===== config.mk =====
export PLATFORM = sky130hd
export DESIGN_NAME = regfile_check_sequencer
export DESIGN_NICKNAME = d
export VERILOG_FILES = /design/src/rtl/rf_check_pkg.sv /design/src/rtl/rf_check_table.sv /design/src/rtl/regfile_check_sequencer.sv
export SDC_FILE = /design/constraint.sdc
export NUM_CORES = 1
export LEC_CHECK = 0
export ABC_AREA = 0
export CORE_UTILIZATION = 55
export DETAILED_ROUTE_END_ITERATION = 10
export PLACE_DENSITY_LB_ADDON = 0.08
export SETUP_SLACK_MARGIN = 0.02
export SYNTH_ARGS = -nofsm -noshare
export SYNTH_HDL_FRONTEND = slang
export SYNTH_SLANG_ARGS = --single-unit

===== constraint.sdc =====
create_clock -name clock -period 5.2 [get_ports clock]
set_input_delay 1.04 -clock clock [delete_from_list [all_inputs] [get_ports clock]]
set_output_delay 1.04 -clock clock [all_outputs]
set_load 0.005 [all_outputs]

===== src/rtl/rf_check_pkg.sv =====
// Shared definitions for the register-file check sequencer: default widths,
// FSM state encoding and the layout of one check-table entry.
package rf_check_pkg;

   localparam int DEF_DATA_WIDTH     = 32;
   localparam int DEF_REG_ADDR_WIDTH = 5;
   localparam int DEF_NUM_CHECKS     = 8;
   localparam int DEF_IDX_WIDTH      = 3;
   localparam int DEF_LIMIT_WIDTH    = 16;

   typedef enum logic [2:0] {
      ST_IDLE    = 3'd0,
      ST_WAIT    = 3'd1,
      ST_ISSUE   = 3'd2,
      ST_COLLECT = 3'd3,
      ST_DONE    = 3'd4
   } state_e;

   // One check: which register to read and the value it must hold. The table
   // module keeps the same {reg, value} pairing at the parametrised widths.
   typedef struct packed {
      logic [DEF_REG_ADDR_WIDTH-1:0] reg_addr;
      logic [DEF_DATA_WIDTH-1:0]     value;
   } entry_t;

endpackage


===== src/rtl/rf_check_table.sv =====
// Check table: NUM_CHECKS entries of {register index, expected value} with one
// synchronous write port and one combinational read port. Not reset; entries
// are undefined until written.
module rf_check_table
   import rf_check_pkg::*;
#(
   parameter int DATA_WIDTH     = DEF_DATA_WIDTH,
   parameter int REG_ADDR_WIDTH = DEF_REG_ADDR_WIDTH,
   parameter int NUM_CHECKS     = DEF_NUM_CHECKS,
   parameter int IDX_WIDTH      = DEF_IDX_WIDTH
) (
   input  logic                      clock,
   input  logic                      we,
   input  logic [IDX_WIDTH-1:0]      wr_idx,
   input  logic [REG_ADDR_WIDTH-1:0] wr_reg,
   input  logic [DATA_WIDTH-1:0]     wr_value,
   input  logic [IDX_WIDTH-1:0]      rd_idx,
   output logic [REG_ADDR_WIDTH-1:0] rd_reg,
   output logic [DATA_WIDTH-1:0]     rd_value
);

   logic [REG_ADDR_WIDTH-1:0] reg_mem_q [NUM_CHECKS];
   logic [DATA_WIDTH-1:0]     val_mem_q [NUM_CHECKS];

   // Write one entry on the strobe; gating against a running check is done
   // by the caller.
   always_ff @(posedge clock) begin
      if (we) begin
         reg_mem_q[wr_idx] <= wr_reg;
         val_mem_q[wr_idx] <= wr_value;
      end
   end

   // Combinational read of the entry the sequencer is currently working on.
   always_comb begin
      rd_reg   = reg_mem_q[rd_idx];
      rd_value = val_mem_q[rd_idx];
   end

endmodule


===== src/rtl/regfile_check_sequencer.sv =====
// Register-file check sequencer: after a programmable delay it walks the check
// table through a spare register-file read port, counts mismatches and keeps
// the first failing entry for on-board self-test.
module regfile_check_sequencer
   import rf_check_pkg::*;
#(
   parameter int DATA_WIDTH     = DEF_DATA_WIDTH,
   parameter int REG_ADDR_WIDTH = DEF_REG_ADDR_WIDTH,
   parameter int NUM_CHECKS     = DEF_NUM_CHECKS,
   parameter int IDX_WIDTH      = DEF_IDX_WIDTH,
   parameter int LIMIT_WIDTH    = DEF_LIMIT_WIDTH,
   parameter int READ_LATENCY   = 1
) (
   input  logic                      clock,
   input  logic                      reset,
   input  logic                      start,
   input  logic [LIMIT_WIDTH-1:0]    cycle_limit,
   input  logic [IDX_WIDTH:0]        num_checks,
   input  logic                      cfg_we,
   input  logic [IDX_WIDTH-1:0]      cfg_idx,
   input  logic [REG_ADDR_WIDTH-1:0] cfg_reg,
   input  logic [DATA_WIDTH-1:0]     cfg_value,
   output logic [REG_ADDR_WIDTH-1:0] rf_rd_addr,
   output logic                      rf_rd_en,
   input  logic [DATA_WIDTH-1:0]     rf_rd_data,
   output logic                      busy,
   output logic                      done,
   output logic                      pass,
   output logic [IDX_WIDTH:0]        error_count,
   output logic                      fail_valid,
   output logic [IDX_WIDTH-1:0]      fail_idx,
   output logic [DATA_WIDTH-1:0]     fail_read
);

   localparam logic [IDX_WIDTH:0] MAX_CNT = (IDX_WIDTH+1)'(NUM_CHECKS);
   localparam logic [1:0]         LAT     = 2'(READ_LATENCY);

   // Mismatch counter increment that sticks at the table depth.
   function automatic logic [IDX_WIDTH:0] sat_inc(input logic [IDX_WIDTH:0] v);
      return (v >= MAX_CNT) ? v : v + 1'b1;
   endfunction

   // Requested entry count limited to the table depth.
   function automatic logic [IDX_WIDTH:0] clamp_num(input logic [IDX_WIDTH:0] n);
      return (n > MAX_CNT) ? MAX_CNT : n;
   endfunction

   state_e                    state_q,      state_d;
   logic [LIMIT_WIDTH-1:0]    wait_cnt_q,   wait_cnt_d;
   logic [LIMIT_WIDTH-1:0]    limit_q,      limit_d;
   logic [IDX_WIDTH:0]        num_q,        num_d;
   logic [IDX_WIDTH:0]        idx_q,        idx_d;
   logic [1:0]                lat_cnt_q,    lat_cnt_d;
   logic                      busy_q,       busy_d;
   logic                      done_q,       done_d;
   logic                      pass_q,       pass_d;
   logic [IDX_WIDTH:0]        err_q,        err_d;
   logic                      fail_valid_q, fail_valid_d;
   logic [IDX_WIDTH-1:0]      fail_idx_q,   fail_idx_d;
   logic [DATA_WIDTH-1:0]     fail_read_q,  fail_read_d;

   logic                      tbl_we;
   logic [REG_ADDR_WIDTH-1:0] tbl_reg;
   logic [DATA_WIDTH-1:0]     tbl_value;
   logic                      idx_done;
   logic                      idx_last;
   logic                      cmp_en;
   logic                      mismatch;
   logic [IDX_WIDTH:0]        err_upd;

   // The table may only be edited while no run is using it.
   assign tbl_we = cfg_we && ((state_q == ST_IDLE) || (state_q == ST_DONE));

   rf_check_table #(
      .DATA_WIDTH     (DATA_WIDTH),
      .REG_ADDR_WIDTH (REG_ADDR_WIDTH),
      .NUM_CHECKS     (NUM_CHECKS),
      .IDX_WIDTH      (IDX_WIDTH)
   ) u_table (
      .clock    (clock),
      .we       (tbl_we),
      .wr_idx   (cfg_idx),
      .wr_reg   (cfg_reg),
      .wr_value (cfg_value),
      .rd_idx   (idx_q[IDX_WIDTH-1:0]),
      .rd_reg   (tbl_reg),
      .rd_value (tbl_value)
   );

   // Compare point: the ISSUE cycle itself for a zero-latency port, otherwise
   // the last COLLECT cycle; the error count after this cycle's compare.
   always_comb begin
      idx_done = (idx_q >= num_q);
      idx_last = ((idx_q + 1'b1) >= num_q);
      if (READ_LATENCY == 0) begin
         cmp_en = (state_q == ST_ISSUE) && !idx_done;
      end else begin
         cmp_en = (state_q == ST_COLLECT) && (lat_cnt_q == LAT);
      end
      mismatch = cmp_en && (rf_rd_data != tbl_value);
      err_upd  = mismatch ? sat_inc(err_q) : err_q;
   end

   // Next-state, result update and state-decoded read port.
   always_comb begin
      state_d      = state_q;
      wait_cnt_d   = wait_cnt_q;
      limit_d      = limit_q;
      num_d        = num_q;
      idx_d        = idx_q;
      lat_cnt_d    = lat_cnt_q;
      busy_d       = busy_q;
      done_d       = done_q;
      pass_d       = pass_q;
      err_d        = err_upd;
      fail_valid_d = fail_valid_q;
      fail_idx_d   = fail_idx_q;
      fail_read_d  = fail_read_q;
      rf_rd_en     = 1'b0;
      rf_rd_addr   = '0;

      // First mismatch of a run is captured; later ones only count.
      if (mismatch && !fail_valid_q) begin
         fail_valid_d = 1'b1;
         fail_idx_d   = idx_q[IDX_WIDTH-1:0];
         fail_read_d  = rf_rd_data;
      end

      case (state_q)
         ST_IDLE, ST_DONE: begin
            if (start) begin
               limit_d      = cycle_limit;
               num_d        = clamp_num(num_checks);
               wait_cnt_d   = '0;
               idx_d        = '0;
               lat_cnt_d    = '0;
               err_d        = '0;
               fail_valid_d = 1'b0;
               fail_idx_d   = '0;
               fail_read_d  = '0;
               done_d       = 1'b0;
               pass_d       = 1'b0;
               busy_d       = 1'b1;
               state_d      = ST_WAIT;
            end
         end
         ST_WAIT: begin
            wait_cnt_d = wait_cnt_q + 1'b1;
            if (wait_cnt_q == limit_q) begin
               state_d = ST_ISSUE;
            end
         end
         ST_ISSUE: begin
            if (idx_done) begin
               state_d = ST_DONE;
               busy_d  = 1'b0;
               done_d  = 1'b1;
               pass_d  = (err_upd == '0);
            end else begin
               rf_rd_en   = 1'b1;
               rf_rd_addr = tbl_reg;
               if (READ_LATENCY == 0) begin
                  if (idx_last) begin
                     state_d = ST_DONE;
                     busy_d  = 1'b0;
                     done_d  = 1'b1;
                     pass_d  = (err_upd == '0);
                  end else begin
                     idx_d = idx_q + 1'b1;
                  end
               end else begin
                  lat_cnt_d = 2'd1;
                  state_d   = ST_COLLECT;
               end
            end
         end
         ST_COLLECT: begin
            if (lat_cnt_q == LAT) begin
               if (idx_last) begin
                  state_d = ST_DONE;
                  busy_d  = 1'b0;
                  done_d  = 1'b1;
                  pass_d  = (err_upd == '0);
               end else begin
                  idx_d   = idx_q + 1'b1;
                  state_d = ST_ISSUE;
               end
            end else begin
               lat_cnt_d = lat_cnt_q + 1'b1;
            end
         end
         default: begin
            state_d = ST_IDLE;
         end
      endcase
   end

   // State and result registers; reset aborts any run and clears all results.
   always_ff @(posedge clock or negedge reset) begin
      if (!reset) begin
         state_q      <= ST_IDLE;
         wait_cnt_q   <= '0;
         limit_q      <= '0;
         num_q        <= '0;
         idx_q        <= '0;
         lat_cnt_q    <= '0;
         busy_q       <= 1'b0;
         done_q       <= 1'b0;
         pass_q       <= 1'b0;
         err_q        <= '0;
         fail_valid_q <= 1'b0;
         fail_idx_q   <= '0;
         fail_read_q  <= '0;
      end else begin
         state_q      <= state_d;
         wait_cnt_q   <= wait_cnt_d;
         limit_q      <= limit_d;
         num_q        <= num_d;
         idx_q        <= idx_d;
         lat_cnt_q    <= lat_cnt_d;
         busy_q       <= busy_d;
         done_q       <= done_d;
         pass_q       <= pass_d;
         err_q        <= err_d;
         fail_valid_q <= fail_valid_d;
         fail_idx_q   <= fail_idx_d;
         fail_read_q  <= fail_read_d;
      end
   end

   assign busy        = busy_q;
   assign done        = done_q;
   assign pass        = pass_q;
   assign error_count = err_q;
   assign fail_valid  = fail_valid_q;
   assign fail_idx    = fail_idx_q;
   assign fail_read   = fail_read_q;

endmodule


# == Word-level counts from Yosys, hierarchy flattened ==
# Memory sizes are Yosys's and may differ from the RTL's.
# Cells that the tools add are included.
# op_classes
add_sub_neg,4
order_cmp,4
eq_ne,15
muxes,50
reduce_logical,18
# ops
operator,n
$mux W32,3
$mux W4,8
$ne A32 B32 Y1,1
$pmux W16 S2,1
$mux W3,8
$mux W1,18
$add A16 B1 Y16 const B,1
$eq A16 B16 Y1,1
$mux W16,1
$ne A2 B2 Y1 const B,7
$pmux W3 S4,1
$mux W5,2
$pmux W1 S3,3
$add A4 B1 Y4 const B,2
$ge A4 B4 Y1,2
$pmux W4 S2,1
$reduce_and A4 Y1,2
$eq A3 B2 Y1 const B,2
$mux W2,3
$pmux W2 S3,1
$reduce_and A5 Y1,1
$ge A4 B4 Y1 const B,1
$gt A4 B4 Y1 const B,1
$logic_and A1 B1 Y1,4
14 further kinds,16
# totals
ff_bits,88
mem_bits_rw,296
out_inout_bits,49
elab_cells,106
mem_count,2
# memory_table
memory,depth,width,rd,rd_clocked_by_memory_dff,write_ports,line,rtl
u_table.val_mem_q,8,32,1,0,1,rf_check_table.sv:23,logic [DATA_WIDTH-1:0] val_mem_q [NUM_CHECKS];
u_table.reg_mem_q,8,5,1,0,1,rf_check_table.sv:22,logic [REG_ADDR_WIDTH-1:0] reg_mem_q [NUM_CHECKS];

# == Depth between registers and ports, before layout ==
# depth
word_depth,8
depth_mapped,15
mapped_depth_nobuf,11

# == Cells and area by module ==
# A second synthesis with hierarchy kept.
# hier_totals
cells_unflattened,909
area_unflattened_um2,15783.9
# by_module_without_submodules
mod,instances,cells_per_inst,area_each_um2
rf_check_table,1,440,11164.5
regfile_check_sequencer,1,469,4619.4

# == Least setup slack after synthesis ==
# OpenSTA, ideal clock, no wires.
# synth_path
kind,input-to-reg
from,input port cfg_idx[0]
to,memory u_table.reg_mem_q[0][0] (netlist bit) (enable)
setup_ps,478
arrival_time_ps,3795
required_time_ps,4722
slack_ps,927
stages,2
n_path_buf,0
cell_sequence,nand3b_1 > nor3_1
# synth_lines
element,line,rtl
start: declaration,regfile_check_sequencer.sv:20,"input logic [IDX_WIDTH-1:0] cfg_idx,"
end: declaration,rf_check_table.sv:22,
# Straight into the memory's write port.

# == Worst setup path in the final report ==
# layout_path
from,register idx_q[0]
to,output port rf_rd_addr[1]
# layout_between
elab_chain_len,3
elab_cells_between_ends,4
cone_classes,1 x order compare; 2 x mux; 1 x memory
# layout_rtl
element,line,rtl
start: declaration,regfile_check_sequencer.sv:52,"logic [IDX_WIDTH:0] idx_q, idx_d;"
start signal: assignment,regfile_check_sequencer.sv:219,idx_q <= idx_d;
$mem_v2 Z8 W5 / $ge A4 B4 Y1 (equally long branches),n/a,
$mux W5 (*),regfile_check_sequencer.sv:154,if (idx_done) begin
$mux W5 (*),regfile_check_sequencer.sv:129,case (state_q)
end: declaration,regfile_check_sequencer.sv:23,"output logic [REG_ADDR_WIDTH-1:0] rf_rd_addr,"
# Every way passes the cells marked *; elsewhere a longest branch is shown, timed or not.

==> metrics.md <==
| Metric | Value |
|---|---|
| Status | completed |
| Area of the core | approximately 0.028 sq mm |
| Final Util | 0.6746 |
| CTS-repair resized insts | 0 |
| Via count | 8987 |
| Post-route antenna net violation count | 0 |
| EDFF count, synth | 296 |
| Maximum clock frequency | approximately 220 MHz |
| First-pass GRT wire length | 52070 um |
| Post-DP Area | 0.01772 sq mm |
| Fin crit share | 0.8747 |
| GRT Total Usage | 0.2401 |
| Final setup margin | 0.6513 ns |
| Wirelength per Cell | 21.61 um |
| Register area share after synthesis | 0.7004 |
| Syn Nets | 1109 |
| Overall die area | 0.02947 sq mm |
| TNS Setup | 0 ns |
| # Post-CTS Setup Buffers | 0 |
| DIE HEIGHT | 171.7 um |
| Critical path destination | rf_rd_addr[1] |
| Max cap viols | 0 |
| Non-filler instance count after layout | 1575 |
| Detailed router's first-iteration violation count | 914 |
| Req. time, crit path | ~4.2 ns |
| Clock skew | 0.01375 ns |
| FP Rows | 61 |
| Layout cells sized above 1 | 0.1028 |
| Initial Utilization | 0.5637 |
| Drt drc | 0 |
| Synth-to-Final Area Change | 19.66% |
| Hold Fails Final Rpt | 0 |
| Seq cells post-synth | between 300 and 400 |
| Crit path kind | reg -> out |
| Cell Area, Synth | 0.01583 sq mm |
| Crit. End Element | output port |
| R2R Setup Slk | about 1.0 ns |
| Crit path DAT | 3.51 ns |
| Met3 global-route usage | 0.03543 |
| Worst hold slack | 0.4066 ns |
| Avg Cell Area, Syn | ~16 sq um |
| RePlAce Congestion | about 0.79 |
| Die width | 171.7 um |
| Total Power | 8.296 mW |
| Number of diodes | 0 |
| Met1 Use GR | 0.3561 |
| NumNets Final | 1277 |
| Crit path launch type | flop |
| DP Wirelength | 20210 um |
| Slew headroom | 0.3755 |
| RSZ-0062 raised after global routing | no |
| Placed Cells incl. Taps | 1504 |
| Synthesis Warnings | 0 |
| Clock period minus final worst setup slack | 4.549 ns |
| Vias in the first global route | 8830 |
| Maximum VDD drop | between 300 and 400 uV |
| H-tree depth | 2 |
| Slew @ Worst Pin | 0.9367 ns |
| R2r startpoint | idx_q[0]$_DFFE_PN0P_ |
| Clock transition at path regs | 0.06 ns |
| Sink Count | 384 |
| Ys async rst share | 0.2292 |
| Initial DRT Pass Iterations | 5 |
| Met2 Usage GRT | 0.3756 |
| Reg2Reg Depth | 12 |
| Setup slack at placement | 1.007 ns |
| Congestion Overflow GR | 0 |
| Hold Crit Class | in -> async |
| Lkg Pwr | 6.990 nW |
| Setup crit start | idx_q[0]$_DFFE_PN0P_ |
| Initial antenna violation count | 1 |
| Max Slew Vio Count | 0 |
| Largest net degree at the start of global routing | 97 |
| Hold-fix buffers at CTS | 0 |
| PD cells | 437.9 mW/mm^2 |
| CTS tree | built |
| Netlist cell types | 47 |
| Num CTS Buffers | 40 |
| Root buf cell | clkbuf_16 |
| Max Fanout on Critical Path | 21 |
| WL final | roughly 34000 um |
| GRT busiest layer | met2 |
| Bufs on Longest Clock Path | 3 |
| IO buf count | 144 |
| Clock Latency Late Sink | 0.53 ns |
| Syn Inst Count | 1000 |
| Vias/cell | ~5.7 |
| Synth Flop Type | edfxtp_1 |
| RR Endpoint | fail_read[13]$_DFF_PN0_ |
| Cell area after layout | 0.01895 sq mm |
| Final setup fails | 0 |
| IO Pins | 145 |
[registers in the layout, summed over array words and instances (netlist names)]
signal and cells:
u_table.val_mem_q 256, fail_valid 1, limit_q 16, fail_read 32, idx_q 4, fail_idx 3, state_q 3, error_count 4
u_table.reg_mem_q 40, wait_cnt_q 16, done 1, lat_cnt_q 2, num_q 4, pass 1, busy 1
[synth_stat cells (2+ instances only)]
library cell,n,area [sq um]
nand2_1,80,300.3
clkbuf_1,12,45.04
buf_1,5,18.77
mux4_2,36,810.8
a22oi_1,39,292.8
nor3_1,5,25.02
and2_1,4,25.02
nor4_1,6,37.54
ha_1,13,162.7
xor2_1,27,236.5
buf_6,4,45.04
a21o_1,6,45.04
nor2b_1,5,31.28
o22a_1,8,70.07
xnor2_1,6,52.55
mux2i_1,130,1301
dfrtp_1,88,2202
o21ai_0,28,140.1
and4_1,3,26.28
nor2_1,61,229.0
nand4_1,6,37.54
buf_4,4,30.03
nand3b_1,4,30.03
edfxtp_1,296,8889
and3_1,24,150.1
nand3_1,24,120.1
buf_2,12,60.06
inv_1,14,52.55
o2111ai_1,2,17.52
buf_12,4,80.08
nand2b_1,7,43.79
a21oi_1,22,110.1
[critical path, stage by stage (launching register included)]
cell and delay [ns]:
dfrtp_4 0.68, inv_1 0.19, ha_1 0.32, nand2b_1 0.14, a21o_1 0.17, a21o_1 0.16, a21oi_1 0.17, and2_1 0.18
nand2_1 0.24, nor2_1 0.19, clkdlybuf4s50_1 0.51
[cell families after synthesis]
logic type               count (synthesis)  share of synthesized area
XOR/XNOR                                33                    0.01825
multiplexers                           166                     0.1334
buffers and inverters                   55                    0.02094
AND/OR/NAND/NOR                        233                    0.06843
flip-flops                             384                     0.7004
adder cells (fa/ha/maj)                 13                    0.01027
AO/OA/AOI/OAI                          116                    0.04828
[per-layer routing]
metal  wire [um]  up-vias
li1            -     4162
met1       15160     4501
met2       16220      271
met3        2072       51
met4         571        2
met5           9        -
[where the power goes]
part	internal, mW	total [mW]	switching, mW	leakage [nW]
registers	3.57	3.76	0.198	3.84
clock network	1.58	2.68	1.10	0.592
logic	0.858	1.85	0.990	2.56
[worst min-delay path by stage]
stage,endpoint
finish,idx_q[2]$_DFFE_PN0P_
global route,fail_read[2]$_DFF_PN0_
CTS,fail_read[28]$_DFF_PN0_
detailed placement,done$_DFFE_PN0P_
global placement,done$_DFFE_PN0P_
floorplan,lat_cnt_q[1]$_DFFE_PN0P_
[cell usage in the layout (no fill, tap or decap), drive strengths merged, types with 7 or more instances in the layout]
master,n
buf,24
a21oi,22
clkbuf,59
mux4,36
edfxtp,296
nand2,80
clkdlybuf4s50,143
clkinv,7
o21ai,28
nor2,61
o22a,8
a22oi,39
ha,13
nand2b,7
and3,24
nand3,24
inv,16
xor2,27
mux2i,130
dfrtp,88
[layout make-up]
| cell class | count | area (sq um) |
|---|---|---|
| flip-flops and latches | 384 | 11100 |
| clock inverters | 12 | 113.9 |
| repair buffers | 167 | 1624 |
| multi-input cells | 561 | 4472 |
| fillers | 2023 | 9140 |
| well taps | 378 | 473.0 |
| clock buffers | 59 | 1114 |
| inverters | 14 | 52.55 |
Note: power is estimated with default switching activity, not from simulation.
